## src/rtl/cipher_uart_tx_pkg.sv

```systemverilog
// Shared definitions for the cipher UART transmitter: port map defaults,
// status byte layout and transmitter FSM encoding.
package cipher_uart_tx_pkg;

    localparam logic [7:0] DEFAULT_DATA_PORT   = 8'h08;
    localparam logic [7:0] DEFAULT_STATUS_PORT = 8'h10;

    localparam int unsigned STAT_OVERFLOW  = 7;
    localparam int unsigned STAT_TX_ACTIVE = 2;
    localparam int unsigned STAT_FULL      = 1;
    localparam int unsigned STAT_EMPTY     = 0;

    typedef enum logic [1:0] {
        ST_IDLE  = 2'd0,
        ST_START = 2'd1,
        ST_DATA  = 2'd2,
        ST_STOP  = 2'd3
    } tx_state_t;

    function automatic logic [7:0] status_byte(input logic overflow,
                                               input logic tx_active,
                                               input logic full,
                                               input logic empty);
        logic [7:0] s;
        s                 = '0;
        s[STAT_OVERFLOW]  = overflow;
        s[STAT_TX_ACTIVE] = tx_active;
        s[STAT_FULL]      = full;
        s[STAT_EMPTY]     = empty;
        return s;
    endfunction

endpackage

```

## src/rtl/cipher_uart_tx_fifo.sv

```systemverilog
// Synchronous first-word-fall-through FIFO with registered occupancy count.
// DEPTH must be a power of two; pushes when full and pops when empty are ignored.
module sync_fifo #(
    parameter int unsigned WIDTH = 8,
    parameter int unsigned DEPTH = 16
) (
    input  logic                     clk,
    input  logic                     reset,
    input  logic                     push,
    input  logic                     pop,
    input  logic [WIDTH-1:0]         wdata,
    output logic [WIDTH-1:0]         rdata,
    output logic                     full,
    output logic                     empty,
    output logic [$clog2(DEPTH):0]   count
);

    localparam int unsigned AW = $clog2(DEPTH);

    logic [WIDTH-1:0] mem [DEPTH];
    logic [AW-1:0]    wptr;
    logic [AW-1:0]    rptr;
    logic             do_push;
    logic             do_pop;

    // count reaches DEPTH only when its top bit is set (DEPTH is 2**AW)
    assign full    = count[AW];
    assign empty   = (count == '0);
    assign do_push = push && !full;
    assign do_pop  = pop && !empty;
    assign rdata   = mem[rptr];

    always_ff @(posedge clk) begin
        if (do_push) begin
            mem[wptr] <= wdata;
        end
    end

    always_ff @(posedge clk or posedge reset) begin
        if (reset) begin
            wptr  <= '0;
            rptr  <= '0;
            count <= '0;
        end else begin
            if (do_push) begin
                wptr <= wptr + AW'(1);
            end
            if (do_pop) begin
                rptr <= rptr + AW'(1);
            end
            case ({do_push, do_pop})
                2'b10:   count <= count + 1'b1;
                2'b01:   count <= count - 1'b1;
                default: count <= count;
            endcase
        end
    end

endmodule

```

## src/rtl/cipher_uart_tx.sv

```systemverilog
// Processor-port-mapped UART transmitter (8N1) fed by a byte FIFO, with a
// status port reporting overflow, activity and FIFO flags.
module cipher_uart_tx
    import cipher_uart_tx_pkg::*;
#(
    parameter int unsigned CLKS_PER_BIT = 434,
    parameter int unsigned FIFO_DEPTH   = 16,
    parameter logic [7:0]  DATA_PORT    = DEFAULT_DATA_PORT,
    parameter logic [7:0]  STATUS_PORT  = DEFAULT_STATUS_PORT
) (
    input  logic       clk,
    input  logic       reset,
    input  logic [7:0] port_id,
    input  logic [7:0] out_port,
    input  logic       write_strobe,
    output logic [7:0] in_port,
    output logic       tx,
    output logic       busy
);

    localparam int unsigned CW        = $clog2(FIFO_DEPTH) + 1;
    localparam logic [15:0] BAUD_LAST = 16'(CLKS_PER_BIT - 1);

    tx_state_t      state;
    tx_state_t      state_next;
    logic [15:0]    baud_cnt;
    logic [2:0]     bit_cnt;
    logic [7:0]     shreg;
    logic           overflow;
    logic           tx_active;
    logic           pop;
    logic           baud_last;
    logic           bit_last;
    logic           data_wr;
    logic           status_wr;
    logic [7:0]     fifo_rdata;
    logic           fifo_full;
    logic           fifo_empty;
    logic [CW-1:0]  fifo_count;

    assign data_wr   = write_strobe && (port_id == DATA_PORT);
    assign status_wr = write_strobe && (port_id == STATUS_PORT);
    assign baud_last = (baud_cnt == BAUD_LAST);
    assign bit_last  = (bit_cnt == 3'd7);

    sync_fifo #(
        .WIDTH (8),
        .DEPTH (FIFO_DEPTH)
    ) u_fifo (
        .clk   (clk),
        .reset (reset),
        .push  (data_wr),
        .pop   (pop),
        .wdata (out_port),
        .rdata (fifo_rdata),
        .full  (fifo_full),
        .empty (fifo_empty),
        .count (fifo_count)
    );

    always_ff @(posedge clk or posedge reset) begin
        if (reset) begin
            state <= ST_IDLE;
        end else begin
            state <= state_next;
        end
    end

    always_comb begin
        state_next = state;
        case (state)
            ST_IDLE:  if (!fifo_empty) state_next = ST_START;
            ST_START: if (baud_last) state_next = ST_DATA;
            ST_DATA:  if (baud_last && bit_last) state_next = ST_STOP;
            ST_STOP:  if (baud_last) state_next = fifo_empty ? ST_IDLE : ST_START;
            default:  state_next = ST_IDLE;
        endcase
    end

    always_comb begin
        tx_active = (state != ST_IDLE);
        pop       = !fifo_empty &&
                    ((state == ST_IDLE) || ((state == ST_STOP) && baud_last));
    end

    // A pop always starts a new frame, whether from IDLE or back-to-back from STOP
    always_ff @(posedge clk or posedge reset) begin
        if (reset) begin
            baud_cnt <= '0;
            bit_cnt  <= '0;
            shreg    <= '0;
            tx       <= 1'b1;
        end else if (pop) begin
            baud_cnt <= '0;
            bit_cnt  <= '0;
            shreg    <= fifo_rdata;
            tx       <= 1'b0;
        end else begin
            case (state)
                ST_START, ST_DATA: begin
                    if (baud_last) begin
                        baud_cnt <= '0;
                        if (state == ST_DATA && bit_last) begin
                            bit_cnt <= '0;
                            tx      <= 1'b1;
                        end else begin
                            if (state == ST_DATA) begin
                                bit_cnt <= bit_cnt + 3'd1;
                            end
                            tx    <= shreg[0];
                            shreg <= {1'b0, shreg[7:1]};
                        end
                    end else begin
                        baud_cnt <= baud_cnt + 16'd1;
                    end
                end
                ST_STOP: begin
                    tx       <= 1'b1;
                    baud_cnt <= baud_last ? '0 : baud_cnt + 16'd1;
                end
                default: begin
                    baud_cnt <= '0;
                    bit_cnt  <= '0;
                    tx       <= 1'b1;
                end
            endcase
        end
    end

    // A dropped byte outranks a same-cycle clear
    always_ff @(posedge clk or posedge reset) begin
        if (reset) begin
            overflow <= 1'b0;
        end else if (data_wr && fifo_full) begin
            overflow <= 1'b1;
        end else if (status_wr) begin
            overflow <= 1'b0;
        end
    end

    assign in_port = status_byte(overflow, tx_active, fifo_full, fifo_empty);
    assign busy    = (fifo_count != '0) || tx_active;

endmodule

```

## config.mk

```make
export PLATFORM = sky130hd
export DESIGN_NAME = cipher_uart_tx
export DESIGN_NICKNAME = d
export VERILOG_FILES = /design/src/rtl/cipher_uart_tx_pkg.sv /design/src/rtl/cipher_uart_tx_fifo.sv /design/src/rtl/cipher_uart_tx.sv
export SDC_FILE = /design/constraint.sdc
export NUM_CORES = 1
export LEC_CHECK = 0
export ABC_AREA = 1
export CAP_MARGIN = 40
export CORE_ASPECT_RATIO = 1.5
export CORE_MARGIN = 10
export CORE_UTILIZATION = 50
export CTS_BUF_LIST = sky130_fd_sc_hd__clkbuf_8
export CTS_CLUSTER_SIZE = 25
export DETAILED_ROUTE_END_ITERATION = 8
export PLACE_DENSITY = 0.78
export SYNTH_ARGS = -nofsm -noshare
export SYNTH_HDL_FRONTEND = slang
export SYNTH_HIERARCHICAL = 1
export SYNTH_SLANG_ARGS = --single-unit
```

## constraint.sdc

```tcl
create_clock -name clk -period 7.42 [get_ports clk]
set_input_delay 0.742 -clock clk [delete_from_list [all_inputs] [get_ports clk]]
set_output_delay 0.742 -clock clk [all_outputs]
set_load 0.02 [all_outputs]
```

# After elaboration in Yosys (flattened, before gate mapping)
# Memories as Yosys holds them, arrays and structs flattened.
# Index checks and enable logic that the tools add are counted.
[classes]
addsub = 6
multipliers = 0
div_mod_pow = 0
magnitude_cmp = 0
n_eq_ne = 17
shifts = 0
muxes = 27
bitwise_logic = 0
reduce_logical = 26
[op_table]
columns = ["op", "n"]
rows = [
  ["2-to-1 mux 16 bit", 3],
  ["2-to-1 mux 8 bit", 4],
  ["adder 16 x 1 -> 16 bit (second input constant)", 1],
  ["equality test 16 x 9 -> 1 bit (second input constant)", 1],
  ["2-to-1 mux 3 bit", 4],
  ["one-hot mux 5 bit (2 select lines)", 1],
  ["nonzero test 2 bit", 5],
  ["logical AND 1 bit", 9],
  ["2-to-1 mux 1 bit", 9],
  ["adder 4 x 1 -> 4 bit (second input constant)", 2],
  ["equality test 8 x 4 -> 1 bit (second input constant)", 1],
  ["equality test 8 x 5 -> 1 bit (second input constant)", 1],
  ["2-to-1 mux 2 bit", 4],
  ["!= test 2 bit (second input constant)", 4],
  ["one-hot mux 2 bit (4 select lines)", 1],
  ["equality test 2 bit (second input constant)", 3],
  ["one-hot mux 3 bit (2 select lines)", 1],
  ["AND reduction 3 bit", 2],
  ["adder 5 x 1 -> 5 bit (second input constant)", 1],
  ["zero test 5 bit", 1],
  ["nonzero test 5 bit", 1],
  ["subtractor 5 x 1 -> 5 bit (second input constant)", 1],
  ["equality test 2 x 1 -> 1 bit (second input constant)", 2],
  ["!= test 2 x 1 -> 1 bit (second input constant)", 2],
  ["other kinds (10)", 12],
]
[word_totals]
ff_bits = 44
latchBits = 0
ramBits = 128
mem_bits_ro = 0
input_bits = 19
output_inout_bits = 10
elab_cells = 86
memories = 1
[memory_table]
columns = ["memory", "words", "word_bits", "rd", "rd_clocked_by_memory_dff", "write_ports", "line", "source"]
rows = [
  ["u_fifo.mem", 16, 8, 1, 0, 1, "cipher_uart_tx_fifo.sv:20", "logic [WIDTH-1:0] mem [DEPTH];"],
]

# Depth between registers and ports, before layout
[logic_depth]
depth_word = 7
ltp_mapped = 22
mapped_depth_nobuf = 21

# Cells and area by module
# The synthesis kept the hierarchy.
[modules_own_cells]
columns = ["module", "n_inst", "cells_per_inst", "area_each_um2", "seq_area_each_um2"]
rows = [
  ["sync_fifo", 1, 618, 6213.5, 4169.0],
  ["cipher_uart_tx", 1, 275, 2011.9, 777.0],
]

# Least setup slack after synthesis
# No wires, ideal clock.
[synth_timing]
path_type = "reg2reg"
start = "reg u_fifo.count[4]"
end = "reg u_fifo.count[4]"
setup_ns = 0.116
t_arrival_ns = 2.476
required_time_ns = 7.304
slack_ns = 4.828
stages_incl_launch_ff = 21
n_path_buf = 1
synth_period_minus_slack_ns = 2.592
cell_sequence = "dfrtp_1 -> inv_1 -> nand4_1 -> inv_1 -> nor2_1 -> nand3_4 -> nand2_4 -> buf_12 -> nand2_1 -> inv_1 -> ha_1 -> inv_1 -> fa_1 -> inv_1 -> nand2_1 -> nand2_1 -> nand2_1 -> nand2_1 -> nand2_1 -> nand2_1 -> nand2_1"
[synth_between]
elab_chain_len = 6
elab_cells_between_ends = 12
classes_between = "add/sub: 2; eq/ne: 2; mux: 1; reduce/logical: 7"
[synth_lines]
columns = ["element", "line", "source"]
rows = [
  ["start, declared", "cipher_uart_tx_fifo.sv:15", "output logic [$clog2(DEPTH):0] count"],
  ["start signal, assigned", "cipher_uart_tx_fifo.sv:52", "2'b10: count <= count + 1'b1;"],
  ["start signal, assigned", "cipher_uart_tx_fifo.sv:53", "2'b01: count <= count - 1'b1;"],
  ["start signal, assigned", "cipher_uart_tx_fifo.sv:54", "default: count <= count;"],
  ["zero test 5 bit (*)", "cipher_uart_tx_fifo.sv:28", "assign empty = (count == '0);"],
  ["via fifo_empty", "cipher_uart_tx.sv:38", "logic fifo_empty;"],
  ["zero test 1 bit (*)", "cipher_uart_tx.sv:82", "pop = !fifo_empty &&"],
  ["logical AND 1 bit (*)", "cipher_uart_tx.sv:82", ""],
  ["via pop", "cipher_uart_tx.sv:31", "logic pop;"],
  ["logical AND 1 bit (*)", "cipher_uart_tx_fifo.sv:30", "assign do_pop = pop && !empty;"],
  ["via u_fifo.do_pop", "cipher_uart_tx_fifo.sv:24", "logic do_pop;"],
  ["equality test 2 x 1 -> 1 bit or equality test 2 bit (tied branches)", "cipher_uart_tx_fifo.sv:51", "case ({do_push, do_pop})"],
  ["one-hot mux 5 bit (2 select lines) or nonzero test 2 bit (tied branches)", "-", ""],
]
# Mark *: on every way through the listed nets, which the timed path passes. The rest lies on a longest branch.
# A chain may end at the register's enable or synchronous reset.

# Worst setup path after layout
[layout_timing]
start = "reg u_fifo.count[4]"
end = "reg u_fifo.count[4]"
[layout_between]
elab_chain_len = 6
elab_cells_between_ends = 12
classes_between = "add/sub: 2; eq/ne: 2; mux: 1; reduce/logical: 7"
[layout_lines]
columns = ["element", "line"]
rows = [
  ["zero test 5 bit (*)", "cipher_uart_tx_fifo.sv:28"],
  ["zero test 1 bit (*)", "cipher_uart_tx_fifo.sv:30, cipher_uart_tx.sv:82"],
  ["logical AND 1 bit", "cipher_uart_tx.sv:82"],
  ["logical AND 1 bit (*)", "cipher_uart_tx_fifo.sv:30"],
  ["via u_fifo.do_pop", "cipher_uart_tx_fifo.sv:24"],
  ["equality test 2 x 1 -> 1 bit or equality test 2 bit (tied branches)", "cipher_uart_tx_fifo.sv:51"],
  ["one-hot mux 5 bit (2 select lines) or nonzero test 2 bit (tied branches)", "-"],
]
# Marks and branches as above.

==> flow_metrics.py <==
metrics = {
    "detailed_routing": {
        "drtAntennaViolNets": 0,
        "drc": 0,
        "vias": 5879,
        "wl_per_cell_um": 16.2,
        "wirelength_um": 18300,
        "viasPerCell": 5.21,
        "drtPass1Iterations": 7,
        "drt_iter0_drc": 536,
    },
    "clock_tree": {
        "cts_resized": 0,
        "root_buffer": "clkbuf_8",
        "cts_hold_buf": 0,
        "cts_tree": "yes",
        "clk_path_buf_depth": 2,
        "cts.sinks": 172,
        "cts_made_buffers": 17,
        "clk_latency_ns": 0.47,
        "cts_setup_buffers": 0,
        "clkTransAtPathRegs_ns": 0.09,
        "h-tree-depth": 4,
    },
    "finish": {
        "drive_above_1_share_pct": 6.18,
        "n_antenna_cell": 0,
        "fillers": 1414,
        "syn_to_final_growth_pct": 8.88,
        "seq_area_mm2": 0.00495,
        "multi_input_area_mm2": 0.00269,
        "fin_nets": 947,
        "final_core_util_pct": 55.3,
    },
    "place": {
        "dp_hpwl_um": 12700,
        "port_buffers": 24,
        "gp_congestion": 0.874,
        "dpl_worst_slack_ns": 4.16,
    },
    "yosys": {
        "synth_ff_type": "edfxtp_1",
        "synth-compound-area-share_pct": 1.29,
        "yosys_warnings": 6,
        "synth_area_mm2": 0.00823,
        "synthMuxAreaShare_pct": 0,
        "ys_types": 36,
        "synth_fa_ha_area_share_pct": 2.98,
        "synth-seq-area-share_pct": 60.1,
        "synth-simple-area-share_pct": 26.8,
        "synth_edf_count": 128,
        "synth_top_family_by_area": "simple AND/OR/NAND/NOR gates",
        "async_reset_ff_share_pct": 25.6,
        "syn_inst": 893,
        "avgSynthCellArea_um2": 9.21,
        "ys_seq_elements": 172,
        "synth_xor_area_share_pct": 1.38,
    },
    "critical_path": {
        "critPathLaunchType": "flip-flop",
        "startpoint": "u_fifo/count[4]$_DFFE_PP0P_",
        "r2r-start": "u_fifo/count[4]$_DFFE_PP0P_",
        "cp_cell_sequence": "inv_1, nand4_1, inv_1, nor2_1, nand3_4, nand2_4, nand2_1, inv_1, ha_1, inv_1, fa_1, inv_1, nand2_1, nand2_1, nand2_1, nand2_1, nand2_1, nand2_1, nand2_1",
        "worstPathMaxFanout": 15,
        "crit_slowest_cell": "dfrtp_1",
        "cpMostUsedCell": "nand2_1",
        "crit_path_end_kind": "flip-flop",
        "critPathKind": "reg -> reg",
        "cp_data_arrival_time_ns": 3.49,
        "max_stage_delay_ns": 0.48,
        "required_ns": 7.78,
    },
    "sta": {
        "slew_headroom_pct": 42.7,
        "finalHoldViolations": 0,
        "period_needed_ns": 3.13,
        "layout_setup_ws_ns": 4.29,
        "fmax_mhz": 320,
        "period_share_pct": 42.2,
        "fin_hold_ws_ns": 0.491,
        "setup_violations": 0,
        "final.setup.tns_ns": 0,
        "rsz0062_at_grt": "no",
        "skew_ns": 0.0162,
        "final_max_slew_viol_count": 0,
        "tightest_slew_ns": 0.857,
    },
    "global_routing": {
        "antenna_found_initial": 0,
        "grt_usage_pct": 16.6,
        "grt_max_degree": 83,
        "grt_pass1_vias": 5776,
        "grt-ovfl-total": 0,
        "grt_pass1_wl_um": 29000,
    },
    "floorplan": {
        "die_w_um": 125,
        "die_area_mm2": 0.0221,
        "initial_core_util_pct": 50.8,
        "core_mm2": 0.0162,
        "row_count": 57,
        "dieHeight_um": 177,
        "io_pins": 29,
    },
    "run": {
        "cap_violations": 0,
    },
    "hold_path": {
        "hp-start": "bit_cnt[1]$_DFFE_PP0P_",
        "holdCritPathClass": "reg -> reg",
    },
    "run_status": {
        "run_status": "complete, no violations",
    },
    "power": {
        "static-leakage-power_nw": 3.97,
        "vdd_drop_max_mv": 0.176,
        "cellPowerDensity_mw_per_mm2": 195,
    },
}
[flip-flops by register name, summed over array words and instances, names as in the netlist]
name,cells
shreg,8
bit_cnt,3
u_fifo/count,5
tx,1
state,2
baud_cnt,16
u_fifo/mem,128
u_fifo/wptr,4
u_fifo/rptr,4
overflow,1
[stage by stage]
| stage | cells | instance area [um^2] | power (mW) |
|---|---|---|---|
| final | 1128 | 8960 | 1.75 |
| after global routing | 1128 | 8960 | 1.81 |
| after CTS | 1128 | 8960 | 1.77 |
| after detailed placement | 1096 | 8550 | 1.11 |
| after global placement | 1096 | 8550 | 1.11 |
| after floorplan | 896 | 8240 | 1.08 |
[cell families (layout without fill, tap and decap cells)]
group                      count (synthesis)  count (layout)
other                                      1               4
buffers and inverters                    138             164
adders and majority gates                 19              19
and+or+nand+nor                          531             531
DFF                                      172             172
xor gates and xnor gates                  13              13
AOI/OAI and AO/OA                         19              19
[Yosys cell counts, types with 2 or more instances]
cell type  instances  share of area [%]
a21oi_1            6               0.37
buf_2             15               0.91
buf_4             11                1.0
clkbuf_1           3               0.14
dfrtp_1           43                 13
edfxtp_1         128                 47
ha_1              18                2.7
inv_1             98                4.5
inv_2              8               0.37
nand2_1          310                 14
nand2_2            2               0.15
nand2_4            3               0.41
nand3_1           88                5.4
nand4_1            4               0.30
nor2_1           102                4.7
nor2_2             3               0.23
nor2_4             2               0.27
nor3_1            10               0.61
nor4_1             3               0.23
o21ai_0            9               0.55
xnor2_1            3               0.32
xor2_1            10                1.1
[layout by cell type, fill, tap and decap left out, types with 2 or more instances in the layout]
cell type	synthesis	layout
nand2_4	3	3
xnor2_1	3	3
nand4_1	4	4
clkdlybuf4s50_1	0	24
dfrtp_1	43	42
a21oi_1	6	6
nor2_4	2	2
nand3_1	88	88
clkbuf_8	0	17
inv_1	98	98
buf_4	11	2
clkinv_4	0	2
nand2_1	310	310
o21ai_0	9	9
clkinv_8	0	3
xor2_1	10	10
nor4_1	3	3
inv_2	8	8
inv_6	0	5
nor3_1	10	10
ha_1	18	18
inv_8	0	2
nor2_2	3	3
edfxtp_1	128	128
conb_1	1	4
nand2_2	2	2
nor2_1	102	102
[final cells by class]
| cell class | count | area share [%] |
|---|---|---|
| Tap cell | 206 | 2.88 |
| Inverter | 106 | 4.44 |
| Sequential cell | 172 | 55.2 |
| Multi-Input combinational cell | 586 | 30.0 |
| Clock inverter | 15 | 1.96 |
| Clock buffer | 17 | 2.61 |
| Timing Repair Buffer | 26 | 2.85 |
[critical path: cells and delay by family, from the launching register on]
family	cells	cell delay [ns]
flops	1	0.48
buf+inv	5	0.55
fa+ha+maj	2	0.63
simple gates	12	1.36
[report_power, final]
| group | switching, mW | internal, mW | leakage (nW) | total, mW |
|---|---|---|---|---|
| clock network | 0.372 | 0.283 | 0.204 | 0.655 |
| registers | 0.00490 | 1.04 | 1.69 | 1.04 |
| logic | 0.0344 | 0.0156 | 2.07 | 0.0499 |
| total | 0.411 | 1.34 | 3.97 | 1.75 |
[path summary, 6_finish.rpt]
check / to / cells after the start / slack [ns]
setup reg to reg: u_fifo/count[4]$_DFFE_PP0P_ / 19 / 4.29
hold reg to reg: bit_cnt[1]$_DFFE_PP0P_ / 2 / 0.49
max in group asynchronous: u_fifo/rptr[0]$_DFFE_PP0P_ / 2 / 6.34
min in group asynchronous: u_fifo/wptr[2]$_DFFE_PP0P_ / 2 / 0.67
setup / recovery: u_fifo/count[4]$_DFFE_PP0P_ / 19 / 4.29
hold / removal: bit_cnt[1]$_DFFE_PP0P_ / 2 / 0.49
[routing by layer]
layer  part of all wire, %  track usage [%]
met4                   3.9             9.30
met5                     0                0
met1                    39             17.8
met2                    53             29.8
met3                   4.7             3.39
Power figures use the tool's default switching activity.
